[src/rtl/mem_port_arbiter_if.sv]
// Bus bundle for mem_port_arbiter: I-side fetch port, D-side load/store port and the shared memory port.
// slave = arbiter view, master = pipeline/memory environment view.
interface mem_port_arbiter_if;
  logic        i_v;
  logic        i_r;
  logic [31:0] i_addr;
  logic        i_rv;
  logic [31:0] i_rdata;

  logic        d_v;
  logic        d_r;
  logic [31:0] d_addr;
  logic        d_we;
  logic [2:0]  d_size;
  logic [31:0] d_wdata;
  logic        d_rv;
  logic [31:0] d_rdata;

  logic        m_v;
  logic        m_r;
  logic [31:0] m_addr;
  logic        m_we;
  logic [2:0]  m_size;
  logic [31:0] m_wdata;
  logic        m_rv;
  logic [31:0] m_rdata;

  modport slave (
    input  i_v, i_addr, d_v, d_addr, d_we, d_size, d_wdata, m_r, m_rv, m_rdata,
    output i_r, i_rv, i_rdata, d_r, d_rv, d_rdata, m_v, m_addr, m_we, m_size, m_wdata
  );

  modport master (
    output i_v, i_addr, d_v, d_addr, d_we, d_size, d_wdata, m_r, m_rv, m_rdata,
    input  i_r, i_rv, i_rdata, d_r, d_rv, d_rdata, m_v, m_addr, m_we, m_size, m_wdata
  );
endinterface

[src/rtl/mem_port_arbiter.sv]
// Two-requester arbiter for a single memory port: D-side priority, bounded I-side starvation, one outstanding transaction.
// Optional response timeout with err output when ARB_TIMEOUT_EN is defined.
module mem_port_arbiter #(
  parameter int MAX_DATA_RUN = 4,
  parameter int TIMEOUT      = 64
) (
  input  logic clk,
  input  logic rst_n,
  mem_port_arbiter_if.slave bus
`ifdef ARB_TIMEOUT_EN
  , output logic err
`endif
);

  if (MAX_DATA_RUN < 1 || MAX_DATA_RUN > 15 || TIMEOUT < 1) begin : g_bad_param
    $error("mem_port_arbiter: MAX_DATA_RUN must be 1..15 and TIMEOUT >= 1");
  end

  localparam logic [3:0] RUN_MAX = 4'(MAX_DATA_RUN);

  typedef enum logic {IDLE, BUSY} state_t;

  state_t      state_q;
  logic        owner_q;        // 1 = D-side owns the outstanding transaction
  logic [3:0]  run_cnt_q;
  logic        i_rv_q;
  logic        d_rv_q;
  logic [31:0] i_rdata_q;
  logic [31:0] d_rdata_q;

  logic idle;
  logic gnt_d;
  logic gnt_i;
  logic accept;

  assign idle   = (state_q == IDLE);
  assign gnt_d  = idle & bus.d_v & ~(bus.i_v & (run_cnt_q == RUN_MAX));
  assign gnt_i  = idle & bus.i_v & ~gnt_d;
  assign accept = bus.m_v & bus.m_r;

  assign bus.m_v     = gnt_d | gnt_i;
  assign bus.m_addr  = gnt_d ? bus.d_addr  : bus.i_addr;
  assign bus.m_we    = gnt_d & bus.d_we;
  assign bus.m_size  = gnt_d ? bus.d_size  : 3'd2;
  assign bus.m_wdata = gnt_d ? bus.d_wdata : 32'd0;
  assign bus.d_r     = gnt_d & bus.m_r;
  assign bus.i_r     = gnt_i & bus.m_r;

  assign bus.i_rv    = i_rv_q;
  assign bus.d_rv    = d_rv_q;
  assign bus.i_rdata = i_rdata_q;
  assign bus.d_rdata = d_rdata_q;

`ifdef ARB_TIMEOUT_EN
  localparam int TMO_W = $clog2(TIMEOUT + 1);
  logic [TMO_W-1:0] tmo_cnt_q;
  logic             err_q;
  logic             tmo_hit;

  assign tmo_hit = (tmo_cnt_q == TMO_W'(TIMEOUT - 1));
  assign err     = err_q;
`endif

  always_ff @(posedge clk or negedge rst_n) begin
    if (!rst_n) begin
      state_q   <= IDLE;
      owner_q   <= 1'b0;
      run_cnt_q <= 4'd0;
      i_rv_q    <= 1'b0;
      d_rv_q    <= 1'b0;
      i_rdata_q <= 32'd0;
      d_rdata_q <= 32'd0;
`ifdef ARB_TIMEOUT_EN
      tmo_cnt_q <= '0;
      err_q     <= 1'b0;
`endif
    end else begin
      i_rv_q <= 1'b0;
      d_rv_q <= 1'b0;
`ifdef ARB_TIMEOUT_EN
      err_q  <= 1'b0;
`endif
      case (state_q)
        IDLE: begin
          if (accept) begin
            state_q <= BUSY;
            owner_q <= gnt_d;
`ifdef ARB_TIMEOUT_EN
            tmo_cnt_q <= '0;
`endif
          end
          // Starvation counter only tracks D wins while I is actually waiting
          if (accept && gnt_i) begin
            run_cnt_q <= 4'd0;
          end else if (!bus.i_v) begin
            run_cnt_q <= 4'd0;
          end else if (accept && gnt_d && run_cnt_q != RUN_MAX) begin
            run_cnt_q <= run_cnt_q + 4'd1;
          end
        end
        BUSY: begin
          if (bus.m_rv) begin
            state_q <= IDLE;
            if (owner_q) begin
              d_rv_q    <= 1'b1;
              d_rdata_q <= bus.m_rdata;
            end else begin
              i_rv_q    <= 1'b1;
              i_rdata_q <= bus.m_rdata;
            end
`ifdef ARB_TIMEOUT_EN
          end else if (tmo_hit) begin
            state_q <= IDLE;
            err_q   <= 1'b1;
            if (owner_q) begin
              d_rv_q    <= 1'b1;
              d_rdata_q <= 32'd0;
            end else begin
              i_rv_q    <= 1'b1;
              i_rdata_q <= 32'd0;
            end
          end else begin
            tmo_cnt_q <= tmo_cnt_q + TMO_W'(1);
`endif
          end
        end
        default: state_q <= IDLE;
      endcase
    end
  end

endmodule

[src/flat_wrapper.sv]
// flat-port wrapper written by rule: the top's interface ports become plain ports
module mem_port_arbiter_flat 
#(
  parameter int MAX_DATA_RUN = 4,
  parameter int TIMEOUT      = 64
)
  (clk, rst_n, bus_i_v, bus_i_addr, bus_d_v, bus_d_addr, bus_d_we, bus_d_size, bus_d_wdata, bus_m_r, bus_m_rv, bus_m_rdata, bus_i_r, bus_i_rv, bus_i_rdata, bus_d_r, bus_d_rv, bus_d_rdata, bus_m_v, bus_m_addr, bus_m_we, bus_m_size, bus_m_wdata);
  mem_port_arbiter_if bus_i ();
  input  logic clk;
  input  logic rst_n;
  input wire logic [$bits(bus_i.i_v)-1:0] bus_i_v;
  input wire logic [$bits(bus_i.i_addr)-1:0] bus_i_addr;
  input wire logic [$bits(bus_i.d_v)-1:0] bus_d_v;
  input wire logic [$bits(bus_i.d_addr)-1:0] bus_d_addr;
  input wire logic [$bits(bus_i.d_we)-1:0] bus_d_we;
  input wire logic [$bits(bus_i.d_size)-1:0] bus_d_size;
  input wire logic [$bits(bus_i.d_wdata)-1:0] bus_d_wdata;
  input wire logic [$bits(bus_i.m_r)-1:0] bus_m_r;
  input wire logic [$bits(bus_i.m_rv)-1:0] bus_m_rv;
  input wire logic [$bits(bus_i.m_rdata)-1:0] bus_m_rdata;
  output wire logic [$bits(bus_i.i_r)-1:0] bus_i_r;
  output wire logic [$bits(bus_i.i_rv)-1:0] bus_i_rv;
  output wire logic [$bits(bus_i.i_rdata)-1:0] bus_i_rdata;
  output wire logic [$bits(bus_i.d_r)-1:0] bus_d_r;
  output wire logic [$bits(bus_i.d_rv)-1:0] bus_d_rv;
  output wire logic [$bits(bus_i.d_rdata)-1:0] bus_d_rdata;
  output wire logic [$bits(bus_i.m_v)-1:0] bus_m_v;
  output wire logic [$bits(bus_i.m_addr)-1:0] bus_m_addr;
  output wire logic [$bits(bus_i.m_we)-1:0] bus_m_we;
  output wire logic [$bits(bus_i.m_size)-1:0] bus_m_size;
  output wire logic [$bits(bus_i.m_wdata)-1:0] bus_m_wdata;
  assign bus_i.i_v = bus_i_v;
  assign bus_i.i_addr = bus_i_addr;
  assign bus_i.d_v = bus_d_v;
  assign bus_i.d_addr = bus_d_addr;
  assign bus_i.d_we = bus_d_we;
  assign bus_i.d_size = bus_d_size;
  assign bus_i.d_wdata = bus_d_wdata;
  assign bus_i.m_r = bus_m_r;
  assign bus_i.m_rv = bus_m_rv;
  assign bus_i.m_rdata = bus_m_rdata;
  assign bus_i_r = bus_i.i_r;
  assign bus_i_rv = bus_i.i_rv;
  assign bus_i_rdata = bus_i.i_rdata;
  assign bus_d_r = bus_i.d_r;
  assign bus_d_rv = bus_i.d_rv;
  assign bus_d_rdata = bus_i.d_rdata;
  assign bus_m_v = bus_i.m_v;
  assign bus_m_addr = bus_i.m_addr;
  assign bus_m_we = bus_i.m_we;
  assign bus_m_size = bus_i.m_size;
  assign bus_m_wdata = bus_i.m_wdata;
  mem_port_arbiter #(.MAX_DATA_RUN(MAX_DATA_RUN), .TIMEOUT(TIMEOUT)) u_core (.clk(clk), .rst_n(rst_n), .bus(bus_i));
endmodule
[config.mk]
export PLATFORM = sky130hd
export DESIGN_NAME = mem_port_arbiter_flat
export DESIGN_NICKNAME = d
export VERILOG_FILES = /design/src/rtl/mem_port_arbiter_if.sv /design/src/rtl/mem_port_arbiter.sv /design/src/flat_wrapper.sv
export SDC_FILE = /design/constraint.sdc
export NUM_CORES = 1
export LEC_CHECK = 0
export CORE_AREA = 2 2 106 108
export CTS_CLUSTER_DIAMETER = 200
export DETAILED_ROUTE_END_ITERATION = 16
export DIE_AREA = 0 0 108 110
export PLACE_DENSITY_LB_ADDON = 0.08
export SYNTH_ARGS = -nofsm -noshare
export SYNTH_HDL_FRONTEND = slang
export SYNTH_SLANG_ARGS = --single-unit
[constraint.sdc]
create_clock -name clk -period 2.6 [get_ports clk]
set_input_delay 0.52 -clock clk [delete_from_list [all_inputs] [get_ports clk]]
set_output_delay 0.52 -clock clk [all_outputs]
set_load 0.03 [all_outputs]
After elaboration in Yosys (flattened, before gate mapping). Cells that the tools add are included. Widths: inputs -> output; s select.

Register bits: 72. Output and inout port bits: 137. Logic and storage cells: 47. Input bits: 138.

Reductions and logical operators: 7. Mux-type cells: 15. Equality and inequality tests: 3. Add/sub/neg operators: 1. Bitwise operators: 14.

Operators with widths (count): $mux 32 (2); $mux 4 (3); $and 1x1->1 (9); $mux 1 (8); $reduce_and 3->1 (2); $add 4x1->4 const B (1); $eq 4x3->1 const B (1); $ne 4x3->1 const B (1); $not 1->1 (4); $reduce_and 2->1 (2); $logic_and 1x1->1 (3); $mux 3 (1); $ne 3x1->1 const B (1); $pmux 1 s2 (1); $or 1x1->1 (1).

Depth between registers and ports, before layout.
Depth in word-level cells: 13. Depth in mapped cells: 6. Mapped depth without buffers: 5.

Worst setup path before layout. OpenSTA, ideal clock, no wires.

Path kind: register to output. Start point: register u_core.run_cnt_q[0]. End point: output port bus_m_addr[21]. Arrival: 1.852 ns. Path slack: 0.228 ns. Required time: 2.080 ns. Stages on the path, launching flop included: 7. Cells stage by stage: dfrtp_1 -> inv_1 -> ha_1 -> and3b_2 -> a211oi_4 -> buf_6 -> mux2_1.

Word-level cells in the longest chain between the ends: 5.

RTL lines: start, declared (line mem_port_arbiter.sv:25) `logic [3:0] run_cnt_q;`; start signal, assigned (line mem_port_arbiter.sv:98) `run_cnt_q <= run_cnt_q + 4'd1;`; $eq 4x3->1 (line mem_port_arbiter.sv:37) `assign gnt_d = idle & bus.d_v & ~(bus.i_v & (run_cnt_q == RUN_MAX));`; $and 1x1->1 (line mem_port_arbiter.sv:37); $not 1->1 (line mem_port_arbiter.sv:37); $and 1x1->1 (line mem_port_arbiter.sv:37); $mux 32 (line mem_port_arbiter.sv:42) `assign bus.m_addr = gnt_d ? bus.d_addr : bus.i_addr;`; end, declared (line flat_wrapper.sv:28) `output wire logic [$bits(bus_i.m_addr)-1:0] bus_m_addr;`.

Every way passes these cells.

Worst setup path after layout.
Start point: register u_core.run_cnt_q[0]. End point: output port bus_m_addr[27].

Same word-level chain as after synthesis.

==> qor.yml <==
drc: 0
finalPower_uw: 6460
wl_um: 14600
yosysMostFrequentCell: "mux2_2"
portBuffers: 274
synth_seq_area_share_pct: 52.1
yosys.area_share.simple_pct: 9.47
cts_inserted_buffers: 9
clock_sinks: 72
violations: "setup timing"
area_delta_synth_final_pct: 113
worstPathArrival_ns: 2.23
cts.htree.levels: 3
final_cells: 710
start_util_pct: 32.4
synth_fa_ha_area_share_pct: 0.723
startpoint_type: "register"
synth_area_leader_cell: "dfrtp_1"
clock_skew_ns: 0.0114
clkLatencyLatePin_ns: 0.34
viasPerCell: 4.60
tritoncts: "yes"
power_density_nw_per_um2: 878
grt_overflow: 0
worstMarginPinSlew_ns: 0.889
slew-limit-headroom_pct: 40.7
num-fill-cells: 811
synth_top_cell_area_share_pct: 52.1
status: "finished, violations left"
finalMaxSlewViolations: 0
drive_above_1_share_pct: 46.6
ys.flop_type: "dfrtp_1"
grt_pass1_wl_um: 20800
drtIter0Drc: 111
cts_buffer_depth: 2
yosys.cell_types.count: 28
via_count: 3269
die_area_sq_um: 11900
holdCritPathClass: "primary input to async pin"
synth.avg_cell_area_sq_um: 13.6
crit_type: "register to output pin"
synth_edf_count: 0
timing.final.crit_share_pct: 106
synth_top_family_by_area: "multiplexers"
drtPass1Iterations: 4
cp_data_required_time_ns: 2.08
synth.mux.area_fraction_pct: 31.6
dp_cells: 674
cts-root-buf: "clkbuf_8"
pin_count: 275
synthXorXnorAreaFrac_pct: 0
wl_per_cell_um: 20.6
gp_congestion: 0.943
synth-async-reset-ratio_pct: 100
yosys-top-cells-area: "dfrtp_1, mux2_2, and2_1, buf_6, buf_2"
hpwlAfterDp_um: 11100
row_count: 38
grt.total_usage_pct: 24.3
cp_max_fo: 8
drv_cap: 0
holdBufCountCts: 0
syn-num-nets: 395
ys.warnings.count: 0
min_period_ns: 2.75
rsz0062_at_grt: "true"
p_leak_uw: 0.00326
die_x_um: 108
synth_cells: 255
post-place-ws_ns: -0.486
grt_pass1_vias: 3354
setup_viol: 58
max_freq_mhz: 364
antenna_found_initial: 3
dieHeight_um: 110
layout_setup_ws_ns: -0.149
ant_nets: 0
grt_max_degree: 73
synthesis.area_sq_um: 3460
synthTopCellsByCount: "mux2_2, dfrtp_1, and2_1"
nets: 704
vdd_drop_max_v: 0.000617
synth_compound_area_share_pct: 2.78
postSynthRegisterBits: 72
clkSlewWorstSetupHoldPaths_ns: 0.08
hold_violations: 0
end_kind: "output pin"
core_area_sq_um: 10700
==> layout by cell type, fill, tap and decap left out, drive strengths merged <==
master	n
clkinvlp	2
a21oi	1
nor2b	2
nand3b	1
nor2	2
clkbuf	10
o21ai	3
o31a	1
o21ba	2
nand2	3
a22o	1
ha	2
bufinv	1
and4	1
and2b	2
buf	110
and2	36
and4b	1
diode	1
clkinv	2
and3b	1
dfrtp	72
nand2b	1
mux2	97
inv	8
a221o	1
a22oi	1
nand3	2
a211oi	1
clkdlybuf4s50	202
==> per-layer routing <==
layer / vias up / global-route usage, % / share of wire (%)
li1: 1502 / - / -
met1: 1574 / 26.7 / 36
met2: 160 / 40.2 / 48
met3: 29 / 12.7 / 12
met4: 4 / 8.70 / 2.8
met5: - / 0 / 0.18
==> metrics by stage <==
step	TNS [ns]	cell area [sq um]	util, %	hold WS, ns
global placement	-14.46	6580	61.5	0.486
finish	-5.45	7360	68.8	0.297
detailed placement	-15.65	6580	61.5	0.491
floorplan	0	3460	-	0.224
CTS	-5.58	7270	68.0	0.317
global route	-10.95	7360	68.8	0.353
==> where the power goes <==
group,switching (uW),internal [uW]
sequential,257,1620
clock,425,447
combinational,1890,1830
total,2570,3890
==> flip-flops by register name, summed over array words and instances (netlist names) <==
name                count
u_core.bus.d_rv         1
u_core.owner_q          1
u_core.bus.d_rdata     32
u_core.bus.i_rv         1
u_core.state_q          1
u_core.run_cnt_q        4
u_core.bus.i_rdata     32
==> logic make-up (layout without fill, tap and decap cells) <==
kind of cell / after synthesis / count (layout)
muxes: 97 / 97
DFF: 72 / 72
and+or+nand+nor: 52 / 52
buffers and inverters: 21 / 335
AOI/OAI and AO/OA: 11 / 11
adders and majority gates: 2 / 2
other: 0 / 1
==> worst paths after layout <==
check / startpoint / to / depth (start not counted) / slack (ns)
min in group clk: u_core.bus.d_rdata[26] / u_core.bus.d_rdata[26] / 1 / 0.51
hold / removal: rst_n / u_core.bus.d_rdata[27] / 1 / 0.30
setup reg to reg: u_core.run_cnt_q[0] / u_core.owner_q / 9 / 0.88
setup / recovery: u_core.run_cnt_q[0] / bus_m_addr[27] / 9 / -0.15
max in group asynchronous: rst_n / u_core.run_cnt_q[2] / 1 / 1.72
hold reg to reg: u_core.bus.d_rdata[26] / u_core.bus.d_rdata[26] / 1 / 0.51
==> final cells by class <==
class | count | area, sq um | share of cell area (%)
Clock buffer | 10 | 128 | 1.73
Multi-Input combinational cell | 162 | 1750 | 23.7
Inverter | 7 | 26.3 | 0.357
Sequential cell | 72 | 1800 | 24.5
Tap cell | 140 | 175 | 2.38
Timing Repair Buffer | 312 | 3410 | 46.4
Antenna cell | 1 | 2.50 | 0.0340
Clock inverter | 6 | 67.6 | 0.918
==> timing repair <==
action | in CTS | in global routing
gates cloned | 3 | 0
buffers inserted | 10 | 7
hold endpoints to repair | 0 | 0
setup endpoints to repair | 61 | 70
pin swaps | 12 | 1
gates resized for setup | 294 | 14
==> worst max-delay path, cell delays in order, from the launching register on <==
cell and delay, ns:
dfrtp_1 0.35, inv_1 0.05, ha_2 0.18, and3b_2 0.22, a211oi_4 0.24, buf_6 0.15
buf_12 0.13, buf_8 0.12, mux2_4 0.31, buf_8 0.15
Power figures use the tool's default switching activity.
